## src/rtl/sa_tile_sequencer.sv

```systemverilog
// sa_tile_sequencer: control/address sequencer for a weight-stationary systolic matmul.
// Per weight tile: load NUM_ROWS weight rows, stream M input vectors, drain the
// PIPE_LAT-deep result pipe into the output memory, then move to the next tile.
// Ports: clk, rst_n (sync, active low); i_start/i_m_len/i_num_tiles (run config,
// latched on start); i_hold (global stall); o_busy/o_done (run status);
// o_w_rd_*/o_w_load (weight path); o_in_rd_*/o_in_valid (input path);
// o_array_en (array clock enable); o_out_wr_* (result write port).
// Optional SA_SEQ_PERF_EN adds o_cycle_count (saturating busy-cycle count).
module sa_tile_sequencer #(
  parameter int NUM_ROWS  = 4,
  parameter int NUM_COLS  = 4,
  parameter int MAX_M     = 64,
  parameter int MAX_TILES = 8,
  parameter int PIPE_LAT  = NUM_ROWS + NUM_COLS
) (
  input  logic                                  clk,
  input  logic                                  rst_n,
  input  logic                                  i_start,
  input  logic [$clog2(MAX_M+1)-1:0]            i_m_len,
  input  logic [$clog2(MAX_TILES+1)-1:0]        i_num_tiles,
  input  logic                                  i_hold,
  output logic                                  o_busy,
  output logic                                  o_done,
  output logic                                  o_w_rd_en,
  output logic [$clog2(MAX_TILES*NUM_ROWS)-1:0] o_w_rd_addr,
  output logic                                  o_w_load,
  output logic                                  o_in_rd_en,
  output logic [$clog2(MAX_M)-1:0]              o_in_rd_addr,
  output logic                                  o_in_valid,
  output logic                                  o_array_en,
  output logic                                  o_out_wr_en,
  output logic [$clog2(MAX_TILES*MAX_M)-1:0]    o_out_wr_addr
`ifdef SA_SEQ_PERF_EN
  , output logic [31:0]                         o_cycle_count
`endif
);
  localparam int CW  = $clog2(NUM_ROWS+1);
  localparam int MW  = $clog2(MAX_M+1);
  localparam int TW  = $clog2(MAX_TILES+1);
  localparam int WAW = $clog2(MAX_TILES*NUM_ROWS);
  localparam int IAW = $clog2(MAX_M);
  localparam int OAW = $clog2(MAX_TILES*MAX_M);
  typedef enum logic [2:0] {IDLE, LOAD_W, STREAM, DRAIN, DONE} state_t;
  state_t state_q, state_d;
  logic [CW-1:0] c_q, c_d;
  logic [MW-1:0] s_q, s_d, k_q, k_d, m_q, m_d, m_sat;
  logic [TW-1:0] t_q, t_d, nt_q, nt_d, t_sat;
  logic [PIPE_LAT-1:0] pipe_q, pipe_d;
  logic w_load_q, w_load_d, in_valid_q, in_valid_d;
  logic en, w_rd, in_rd, drained;
  // Hold only stalls an active run; in IDLE the sequencer keeps listening for start.
  assign en      = ~i_hold | (state_q == IDLE);
  assign w_rd    = (state_q == LOAD_W) && (c_q < CW'(NUM_ROWS));
  assign in_rd   = (state_q == STREAM);
  // The tail bit may be writing this cycle; nothing behind it means the tile is finished.
  assign drained = ~in_valid_q && (pipe_q[PIPE_LAT-2:0] == '0);
  assign m_sat   = (i_m_len > MW'(MAX_M)) ? MW'(MAX_M) : i_m_len;
  assign t_sat   = (i_num_tiles > TW'(MAX_TILES)) ? TW'(MAX_TILES) : i_num_tiles;
  always_ff @(posedge clk) begin
    if (!rst_n) begin
      state_q    <= IDLE;
      c_q        <= '0;
      s_q        <= '0;
      k_q        <= '0;
      t_q        <= '0;
      m_q        <= '0;
      nt_q       <= '0;
      pipe_q     <= '0;
      w_load_q   <= 1'b0;
      in_valid_q <= 1'b0;
    end else begin
      state_q    <= state_d;
      c_q        <= c_d;
      s_q        <= s_d;
      k_q        <= k_d;
      t_q        <= t_d;
      m_q        <= m_d;
      nt_q       <= nt_d;
      pipe_q     <= pipe_d;
      w_load_q   <= w_load_d;
      in_valid_q <= in_valid_d;
    end
  end
  always_comb begin
    state_d    = state_q;
    c_d        = c_q;
    s_d        = s_q;
    k_d        = k_q;
    t_d        = t_q;
    m_d        = m_q;
    nt_d       = nt_q;
    pipe_d     = en ? {pipe_q[PIPE_LAT-2:0], in_valid_q} : pipe_q;
    w_load_d   = en ? w_rd : w_load_q;
    in_valid_d = en ? in_rd : in_valid_q;
    if (en) begin
      if (pipe_q[PIPE_LAT-1]) k_d = k_q + MW'(1);
      unique case (state_q)
        IDLE: if (i_start) begin
          m_d     = m_sat;
          nt_d    = t_sat;
          t_d     = '0;
          c_d     = '0;
          s_d     = '0;
          k_d     = '0;
          state_d = (m_sat == '0 || t_sat == '0) ? DONE : LOAD_W;
        end
        LOAD_W: begin
          c_d = c_q + CW'(1);
          if (c_q == CW'(NUM_ROWS)) begin
            s_d     = '0;
            state_d = STREAM;
          end
        end
        STREAM: begin
          s_d = s_q + MW'(1);
          if (s_q == m_q - MW'(1)) state_d = DRAIN;
        end
        DRAIN: if (drained) begin
          if (t_q + TW'(1) < nt_q) begin
            t_d     = t_q + TW'(1);
            c_d     = '0;
            k_d     = '0;
            state_d = LOAD_W;
          end else begin
            state_d = DONE;
          end
        end
        DONE: state_d = IDLE;
        default: state_d = IDLE;
      endcase
    end
  end
  always_comb begin
    o_busy        = state_q != IDLE;
    o_done        = (state_q == DONE) & ~i_hold;
    o_w_rd_en     = w_rd & ~i_hold;
    o_w_rd_addr   = WAW'(t_q) * WAW'(NUM_ROWS) + WAW'(c_q);
    o_w_load      = w_load_q & ~i_hold;
    o_in_rd_en    = in_rd & ~i_hold;
    o_in_rd_addr  = s_q[IAW-1:0];
    o_in_valid    = in_valid_q & ~i_hold;
    o_array_en    = (state_q != IDLE) & ~i_hold;
    o_out_wr_en   = pipe_q[PIPE_LAT-1] & ~i_hold;
    o_out_wr_addr = OAW'(t_q) * OAW'(MAX_M) + OAW'(k_q);
  end
`ifdef SA_SEQ_PERF_EN
  logic [31:0] cnt_q, cnt_d;
  // Loading 1 on start counts the start-following cycle, so the value shown in
  // the DONE cycle already equals the number of busy cycles and then stays put.
  assign cnt_d = (state_q == IDLE && i_start) ? 32'd1 :
                 (state_q != IDLE && state_q != DONE && cnt_q != '1) ? cnt_q + 32'd1 : cnt_q;
  always_ff @(posedge clk) begin
    if (!rst_n) cnt_q <= '0;
    else        cnt_q <= cnt_d;
  end
  assign o_cycle_count = cnt_q;
`endif
endmodule

```

## config.mk

```make
export PLATFORM = sky130hd
export DESIGN_NAME = sa_tile_sequencer
export DESIGN_NICKNAME = d
export VERILOG_FILES = /design/src/rtl/sa_tile_sequencer.sv
export SDC_FILE = /design/constraint.sdc
export NUM_CORES = 1
export LEC_CHECK = 0
export CAP_MARGIN = 25
export CORE_ASPECT_RATIO = 0.9
export CORE_UTILIZATION = 53
export DETAILED_ROUTE_END_ITERATION = 10
export PLACE_DENSITY = 0.79
export REMOVE_ABC_BUFFERS = 1
export SYNTH_ARGS = -nofsm -noshare
export SYNTH_HDL_FRONTEND = slang
export SYNTH_SLANG_ARGS = --single-unit
```

## constraint.sdc

```tcl
create_clock -name clk -period 3.1 [get_ports clk]
set_input_delay 0.465 -clock clk [delete_from_list [all_inputs] [get_ports clk]]
set_output_delay 0.465 -clock clk [all_outputs]
set_load 0.01 [all_outputs]
```

* Word-level counts from Yosys, hierarchy flattened *
Index checks and enable logic that the tools add are counted.

operators by class
  bitwise gates (word level) = 10
  shifts and indexed selects = 0
  $mul = 0
  div/mod/pow operators = 0
  add/subtract/negate cells = 7
  reduce and logical (&&, ||, !) cells = 16
  $lt $le $gt $ge = 4
  equal/unequal tests = 11
  multiplexer cells = 25

operator list
  operator                                                            number
  7-bit 2-to-1 mux                                                    7
  3-bit 2-to-1 mux                                                    9
  7-bit one-hot mux with 3 select lines                               1
  4-bit 2-to-1 mux                                                    4
  5-bit AND reduction                                                 3
  7-bit by 1-bit adder with 7-bit output, second input constant       2
  7-bit zero test                                                     2
  7-bit one-hot mux with 2 select lines                               1
  3-bit one-hot mux with 4 select lines                               1
  9-bit by 7-bit adder with 9-bit output                              1
  3-bit one-hot mux with 3 select lines                               1
  3-bit nonzero test                                                  3
  4-bit one-hot mux with 2 select lines                               1
  1-bit AND                                                           7
  7-bit == test                                                       1
  7-bit greater-than comparator, second input constant                1
  7-bit by 1-bit subtractor with 7-bit output, second input constant  1
  3-bit by 2-bit == test with 1-bit output, second input constant     2
  3-bit == test, second input constant                                2
  2-bit inequality test, second input constant                        3
  5-bit by 3-bit adder with 5-bit output                              1
  4-bit by 1-bit adder with 4-bit output, second input constant       1
  4-bit greater-than comparator, second input constant                1
  4-bit zero test                                                     1
  other kinds (13)                                                    16

storage, ports and cells
  word-level logic and storage cells = 83
  bits in read-only memories = 0
  output and inout port bits = 28
  bits in registers = 45
  latch bits = 0
  bits in writable memories = 0
  memories kept = 0

* Depth between registers and ports, before layout *
Gate-level depths: netlist (run 1).

  depth after elaboration = 7
  gate-level depth with buffers = 8
  mapped depth without buffers = 8

* Worst setup path before layout (run 1) *
No wires, ideal clock.

  kind = register to register
  start point = register t_q[0]
  end point = register t_q[0]
  library setup time = 70 ps
  data arrival time = 2211 ps
  slack = 819 ps
  path buffers = 0
  clock period less this slack = 2281 ps
  cell stages (with the launch flop) = 9
  cell sequence = dfxtp_1 > ha_1 > xor2_1 > ha_1 > or3_1 > o22ai_2 > a21oi_1 > or4_1 > a21boi_1

on the way
  longest elaborated chain between the ends = 4

RTL lines
  item                                                                                           line      RTL
  from (decl)                                                                                    47        logic [TW-1:0] t_q, t_d, nt_q, nt_d, t_sat;
  from (signal assigned)                                                                         76        t_q <= t_d;
  4-bit by 1-bit adder with 4-bit output (*)                                                     119, 120
  4-bit < comparator / 4-bit 2-to-1 mux (equally long branches)                                  119       if (t_q + TW'(1) < nt_q) begin
  2-bit inequality test (no line) / 4-bit 2-to-1 mux (equally long branches)                     -
  5-bit AND reduction (no line) / 4-bit one-hot mux with 2 select lines (equally long branches)  -

Mark *: on every way between the ends. The rest lies on a longest branch, timed or not. The select of a mux whose other input is x is not followed.
A chain may end at the register's enable or synchronous reset.

* Worst setup path in the final report (run 1) *
  start point = input i_hold
  end point = output o_in_rd_en

on the way
  longest elaborated chain between the ends = 2

RTL lines
  item         line  RTL
  from (decl)  21    input logic i_hold,
  1-bit NOT    139   o_in_rd_en = in_rd & ~i_hold;
  1-bit AND    139
  to (decl)    27    output logic o_in_rd_en,

Every way passes these cells.

==> results of run 1 <==
through the flow:
step | total power, uW | cells
after floorplan | 1110 | 278
after global placement | 1318 | 385
after detailed placement | 1330 | 385
after CTS | 1702 | 392
after global routing | 1793 | 392
final | 1689 | 392
worst reg2reg max path: cells and delay by family (launching register included):
kind,cells,cell delay [ns]
AOI/OAI and AO/OA,3,0.66
xor gates and xnor gates,1,0.18
adders and majority gates,1,0.23
DFF,1,0.44
and+or+nand+nor,3,0.95
logic make-up after synthesis:
| family | Yosys count | share of synthesized area (%) |
|---|---|---|
| simple gates | 117 | 23.95 |
| compound gates | 60 | 16.28 |
| flops | 45 | 34.48 |
| buf+inv | 38 | 7.902 |
| xor+xnor | 23 | 7.711 |
| fa+ha+maj | 13 | 6.226 |
| mux | 9 | 3.448 |
layout make-up:
cell class / count / area [um2] / share of cell area, %
Inverter: 11 / 41.29 / 1.352
Tap cell: 62 / 77.57 / 2.540
Timing Repair Buffer: 45 / 442.9 / 14.50
Clock buffer: 7 / 86.33 / 2.827
Sequential cell: 45 / 900.9 / 29.50
Multi-Input combinational cell: 222 / 1505 / 49.28
layer usage:
layer / vias to the layer above / wire (um)
met5: - / 0
met3: 7 / 236
li1: 1102 / -
met1: 1004 / 2632
met4: 0 / 82
met2: 46 / 2219
synth_stat cells, drive strengths merged (2+ instances only):
cell type   n
a21boi     18
a21oi      10
a31oi       2
and2        3
and3        5
buf        19
clkbuf      8
dfxtp      45
ha         13
inv        11
mux2i       9
nand2      25
nand2b      3
nand3      12
nand3b     11
nand4       2
nor2       21
nor2b      13
nor3        8
nor4        5
o2111ai     2
o211ai      2
o21ai      13
o22ai       2
o31a        2
o31ai       2
or3         4
or4         2
xnor2       8
xor2       15
placed cells by master, fill, tap and decap left out, types with 9 or more instances in the layout:
| master | instances |
|---|---|
| nand3b_1 | 11 |
| mux2i_1 | 9 |
| nor2_1 | 21 |
| dfxtp_1 | 45 |
| a21boi_0 | 17 |
| nand3_1 | 12 |
| xor2_1 | 15 |
| a21oi_1 | 10 |
| ha_1 | 13 |
| inv_1 | 11 |
| nand2_1 | 25 |
| nor2b_1 | 13 |
| clkdlybuf4s50_1 | 42 |
| o21ai_0 | 10 |
power groups by stage:
stage	combinational (uW)	clock, uW	sequential, uW
4_1_cts	619	380	702
6_report	618	369	702
3_5_place_dp	615	0	715
3_3_place_gp	604	0	714
2_1_floorplan	405	0	705
5_1_grt	684	396	713
sequential cells by signal, indices dropped and copies added, names as in the netlist:
signal	count
w_load_q	1
state_q	3
nt_q	4
s_q	7
pipe_q	8
in_valid_q	1
t_q	4
k_q	7
m_q	7
c_q	3
how the worst min path moves through the flow:
stage	endpoint	slack [ns]	cells after the start
final	nt_q[2]	0.47	2
after global routing	nt_q[2]	0.50	2
after CTS	nt_q[2]	0.47	2
after detailed placement	nt_q[1]	0.46	2
after global placement	nt_q[2]	0.46	2
after floorplan	nt_q[0]	0.44	2
==> flow_summary_export.csv, run 1 <==
group,metric,value,unit
cts,cts_tree,"built",
pwr,power.switching,625.1,uW
timing,period_share,82.24,%
min_path,hp-start,"nt_q[2]",
layout,final_util,66.33,%
timing,slew_violations,0,
timing,finalHoldViolCount,0,
pwr,power_frac_seq,41.6,%
worst_setup_path,reg2reg_slack,0.59,ns
yosys,synth_area_per_cell,8.566,um2
placement,dpl_worst_slack,0.5130,ns
global_routing,grt_max_degree,20,
global_routing,met3_usage,3.553,%
timing,min_period,2.549,ns
cts,cts_sinks,45,
die,top_level_ports,43,
worst_setup_path,r2r_end,"t_q[0]",
layout,area_growth,16.91,%
routing,viasPerCell,5.508,
min_path,holdCritPathClass,"reg2reg",
die,start_util,56.74,%
timing,setup_viol,0,
cts,clk_pin_slew,0.07,ns
yosys,syn_inst,305,
global_routing,grt.total_usage,20.71,%
placement,dp_hpwl,3763,um
pwr,power_frac_comb,36.6,%
die,die_area,5214,um2
pwr,p_int,1064,uW
die,die_y,68.61,um
die,rows,23,
cts,numCtsBuffers,5,
yosys,ys_warn_count,0,
worst_setup_path,path_delay_family,"buffers and inverters",
yosys,synth_flop_cell,"dfxtp_1",
layout,fin_nets,358,
timing,setup_slack,0.5507,ns
pwr,worst_ir_drop_vdd,0.2256,mV
timing,holdWs,0.4697,ns
worst_setup_path,required,2.63,ns
worst_setup_path,endpoint,"o_in_rd_en",
routing,routedWlPerCell,13.19,um
global_routing,grt_pass1_vias,1882,
worst_setup_path,cpPeakStageDelay,0.59,ns
routing,drc_errors,0,
die,die_w,76.01,um
pwr,p_leak,0.001178,uW
cts,clkLatencyLatePin,0.30,ns
timing,worstMarginPinSlew,0.6891,ns
worst_setup_path,arrival,2.08,ns
layout,final_layout_size_suffix_gt1_share,4.545,%
pwr,swShare,37.00,%
yosys,synth-edff-count,0,
yosys,synthTopCellsByArea,"dfxtp_1 34%, ha_1 6.2%, xor2_1 5.0%",
worst_setup_path,path_cells,"clkdlybuf4s50_1, buf_4, nor3_1, clkdlybuf4s50_1",
global_routing,grt_pass1_wl,8528,um
global_routing,grt_antenna_before_repair,0,
global_routing,met1_usage,28.38,%
timing,clock_skew,0.006323,ns
worst_setup_path,crit_buf_inv,3,
die,core_area,4604,um2
cts,htree_levels,2,
worst_setup_path,crit_type,"in2out",
pwr,clkPwrFrac,21.9,%
worst_setup_path,startpoint,"i_hold",
yosys,yosysUniqueCellTypes,49,
cts,post-cts-setup-buffers,0,
global_routing,gr-total-overflow,0,
pwr,power.density,553.1,nW/um2
global_routing,top_usage_layer,"met2",
yosys,syn_area,2613,um2
timing,rsz0062_at_grt,"false",
placement,dpl-instance-area,2968,um2
routing,vias,2159,
yosys,yosysTopAreaCell,"dfxtp_1",
placement,place.gp.congestion,0.7902,
yosys,ys_seq_elements,45,
cts,cts-root-buf,"clkbuf_8",
worst_setup_path,cp-start-kind,"primary input",
worst_setup_path,end_kind,"primary output",
cts,cts_resized,0,
cts,hold_buffers,0,
worst_setup_path,cp_common_cell,"clkdlybuf4s50_1",
timing,fmax,392.3,MHz
worst_setup_path,cp.depth,4,
routing,drtIter0Drc,111,
routing,drt_wl_total,5171,um
timing,timing.slew.headroom,53.99,%
layout,num_antenna_cells,0,
yosys,synth_top_area_share,34.48,%
routing,dr.pass1.iters,4,
worst_setup_path,ff2ff_path_depth,8,
placement,numPortBuffers,42,
outcome,status,"finished, final reports clean",
worst_setup_path,worst_path_max_delay_cell,"clkdlybuf4s50_1",
cts,cts_buffer_depth,2,
yosys,synthArstFlopShare,0,%
timing,tns,0,ns
layout,fillCellCount,403,
layout,final_cell_area,3054,um2
worst_setup_path,r2r_start,"t_q[2]",
global_routing,use_met2,32.39,%
routing,drtAntennaViolNets,0,
worst_setup_path,worst-path-max-fanout,8,
run,max_cap_violations,0,
yosys,synth-seq-area-share,34.48,%
No activity file was read; power rests on OpenSTA's default activity.
==> run 2: changes to the inputs <==
--- a/config.mk
+++ b/config.mk
@@ -7,9 +7,9 @@
 export LEC_CHECK = 0
 export CAP_MARGIN = 25
 export CORE_ASPECT_RATIO = 0.9
-export CORE_UTILIZATION = 53
+export CORE_UTILIZATION = 48
 export DETAILED_ROUTE_END_ITERATION = 10
-export PLACE_DENSITY = 0.79
+export PLACE_DENSITY = 0.76
 export REMOVE_ABC_BUFFERS = 1
 export SYNTH_ARGS = -nofsm -noshare
 export SYNTH_HDL_FRONTEND = slang
==> constraint.sdc (replaced) <==
create_clock -name clk -period 2.1 [get_ports clk]
set_input_delay 0.315 -clock clk [delete_from_list [all_inputs] [get_ports clk]]
set_output_delay 0.315 -clock clk [all_outputs]
set_load 0.01 [all_outputs]
==> run 2 against run 1 <==
Effect of this change:
- the run now ends with design-rule violations, negative setup slack left
- worst setup slack got worse by 0.70 ns
- cell count grew 10%
- combinational power is 120% higher
- clock power is 60% higher
- clock-buffer cell count unchanged
- hold slack gained 0.014 ns
- non-clock buffer count increased by 35
- register-to-register slack worse by 0.74 ns
- largest cell class unchanged
- highest routed layer unchanged
==> flow_summary_export.csv, run 2 (synthesized netlist as in run 1, its figures left out) <==
group,metric,value,unit
outcome,status,"finished, violations left",
outcome,violations,"design-rule violations, negative setup slack",
routing,drt-met1-wl,2895,um
timing,slew_violations,0,
placement,dpl-instance-area,3169,um2
worst_setup_path,arrival,2.48,ns
die,die_w,79.77,um
pwr,power_frac_comb,46.0,%
layout,area_growth,33.29,%
placement,place.gp.congestion,0.8884,
timing,worstMarginPinSlew,0.3906,ns
layout,register_area,918.4,um2
pwr,power.density,864.6,nW/um2
global_routing,grt_antenna_before_repair,0,
placement,dp_hpwl,4226,um
die,die_y,71.99,um
placement,numPortBuffers,42,
layout,most-common-layout-cells,"39 x dfxtp_1, 37 x clkdlybuf4s50_1, 33 x buf_4",
pwr,p_int,1910,uW
global_routing,grt_max_degree,17,
timing,rsz0062_at_grt,"true",
timing,finalHoldViolCount,0,
layout,multiInputGateArea,1615,um2
routing,top_layer,"met4",
min_path,holdCritPathClass,"reg2reg",
placement,dpl_worst_slack,-0.2485,ns
timing,holdWs,0.4842,ns
timing,setup_viol,13,
routing,drc_errors,2,
cts,cts_sinks,45,
cts,cts_tree,"built",
layout,fin_nets,393,
cts,clkLatencyLatePin,0.30,ns
timing,clock_skew,0.01275,ns
global_routing,grt.total_usage,22.10,%
timing,fmax,443.8,MHz
routing,drtAntennaViolNets,0,
layout,largest_reg_flops,8,
pwr,power.switching,1101,uW
layout,num_antenna_cells,0,
layout,mostFrequentLayoutCell,"dfxtp_1",
worst_setup_path,required,2.33,ns
pwr,clkPwrFrac,19.6,%
pwr,worst_ir_drop_vdd,0.4274,mV
cts,clk_pin_slew,0.08,ns
routing,vias,2375,
die,rows,25,
die,die_area,5742,um2
cts,hold_buffers,0,
layout,final_cell_area,3482,um2
routing,met2_length,3123,um
run,max_cap_violations,0,
die,core_area,5255,um2
routing,dr.pass1.iters,7,
worst_setup_path,cp-start-kind,"register",
routing,dr_wl_met3,282,um
die,top_level_ports,43,
cts,cts-root-buf,"clkbuf_8",
pwr,p_leak,0.001419,uW
cts,htree_levels,2,
routing,viasPerCell,5.485,
worst_setup_path,worst-path-max-fanout,4,
global_routing,gr-total-overflow,0,
global_routing,grt_pass1_wl,10030,um
timing,timing.slew.headroom,73.72,%
routing,drt_wl_total,6383,um
timing,tns,-1.573,ns
timing,setup_slack,-0.1534,ns
timing,min_period,2.253,ns
layout,final_layout_size_suffix_gt1_share,21.04,%
pwr,power_frac_seq,34.4,%
cts,numCtsBuffers,5,
timing,period_share,107.3,%
layout,top_register,"pipe_q",
cts,cts_buffer_depth,2,
pwr,swShare,36.55,%
worst_setup_path,end_kind,"register",
die,start_util,49.71,%
routing,drtIter0Drc,105,
global_routing,grt_pass1_vias,2137,
worst_setup_path,crit_type,"reg2reg",
layout,fillCellCount,428,
routing,routedWlPerCell,14.74,um
[run 2: changes by cell type in the layout (fill, tap and decap cells not counted), moves of 4 or more]
cell / previous run / this run
dfxtp_1: 45 / 39
dlygate4sd2_1: 0 / 4
clkdlybuf4s50_1: 42 / 37
buf_4: 3 / 33
dfxtp_4: 0 / 4
buf_6: 0 / 5
a21boi_0: 17 / 13
[run 2: worst paths after layout]
path | from | endpoint | slack [ns] | cells after the start
setup / recovery | t_q[0] | c_q[2] | -0.15 | 9
hold / removal | nt_q[3] | nt_q[3] | 0.48 | 2
setup reg to reg | t_q[0] | c_q[2] | -0.15 | 9
hold reg to reg | nt_q[3] | nt_q[3] | 0.48 | 2
[run 2: final cells by class]
type                            instances  share of cell area [%]
Multi-Input combinational cell        222                   46.39
Sequential cell                        45                   26.37
Timing Repair Buffer                   80                   20.73
Clock buffer                            7                   2.767
Tap cell                               67                   2.407
Inverter                               11                   1.186
Clock inverter                          1                  0.1437
[run 2: critical path: stages (launching register included)]
cell and delay, ns:
dfxtp_4 0.37, ha_4 0.16, xor2_2 0.15, ha_2 0.19, or3_4 0.34, o22ai_4 0.20, buf_4 0.16, a21oi_2 0.06
or4_1 0.41, a21oi_1 0.14
[run 2: per-layer routing]
layer  vias up  track usage (%)
met5         -                0
li1       1171                -
met1      1137            30.17
met3         8            4.528
met4         0            5.952
met2        59            35.61
[run 2: repair_timing]
| item | 4_1_cts | 5_1_grt |
|---|---|---|
| endpoints found under the setup margin | 22 | 18 |
| gates cloned | 0 | 1 |
| pin swaps | 10 | 8 |
| endpoints found under the hold margin | 0 | 0 |
| buffers inserted | 4 | 4 |
| gates resized for setup | 27 | 24 |
[run 2: stage by stage]
stage	util (%)	cells	total power (uW)
after global placement	60.31	416	2177
final	66.26	433	3011
after detailed placement	60.31	416	2200
after global routing	66.26	433	3183
after CTS	64.10	428	2863
after floorplan	-	278	1639
[run 2: power groups by stage]
stage	sequential (uW)	combinational (uW)	clock [uW]
6_report	1040	1380	589
3_3_place_gp	1050	1130	0
3_5_place_dp	1050	1150	0
5_1_grt	1050	1500	638
4_1_cts	1030	1230	600
2_1_floorplan	1040	598	0
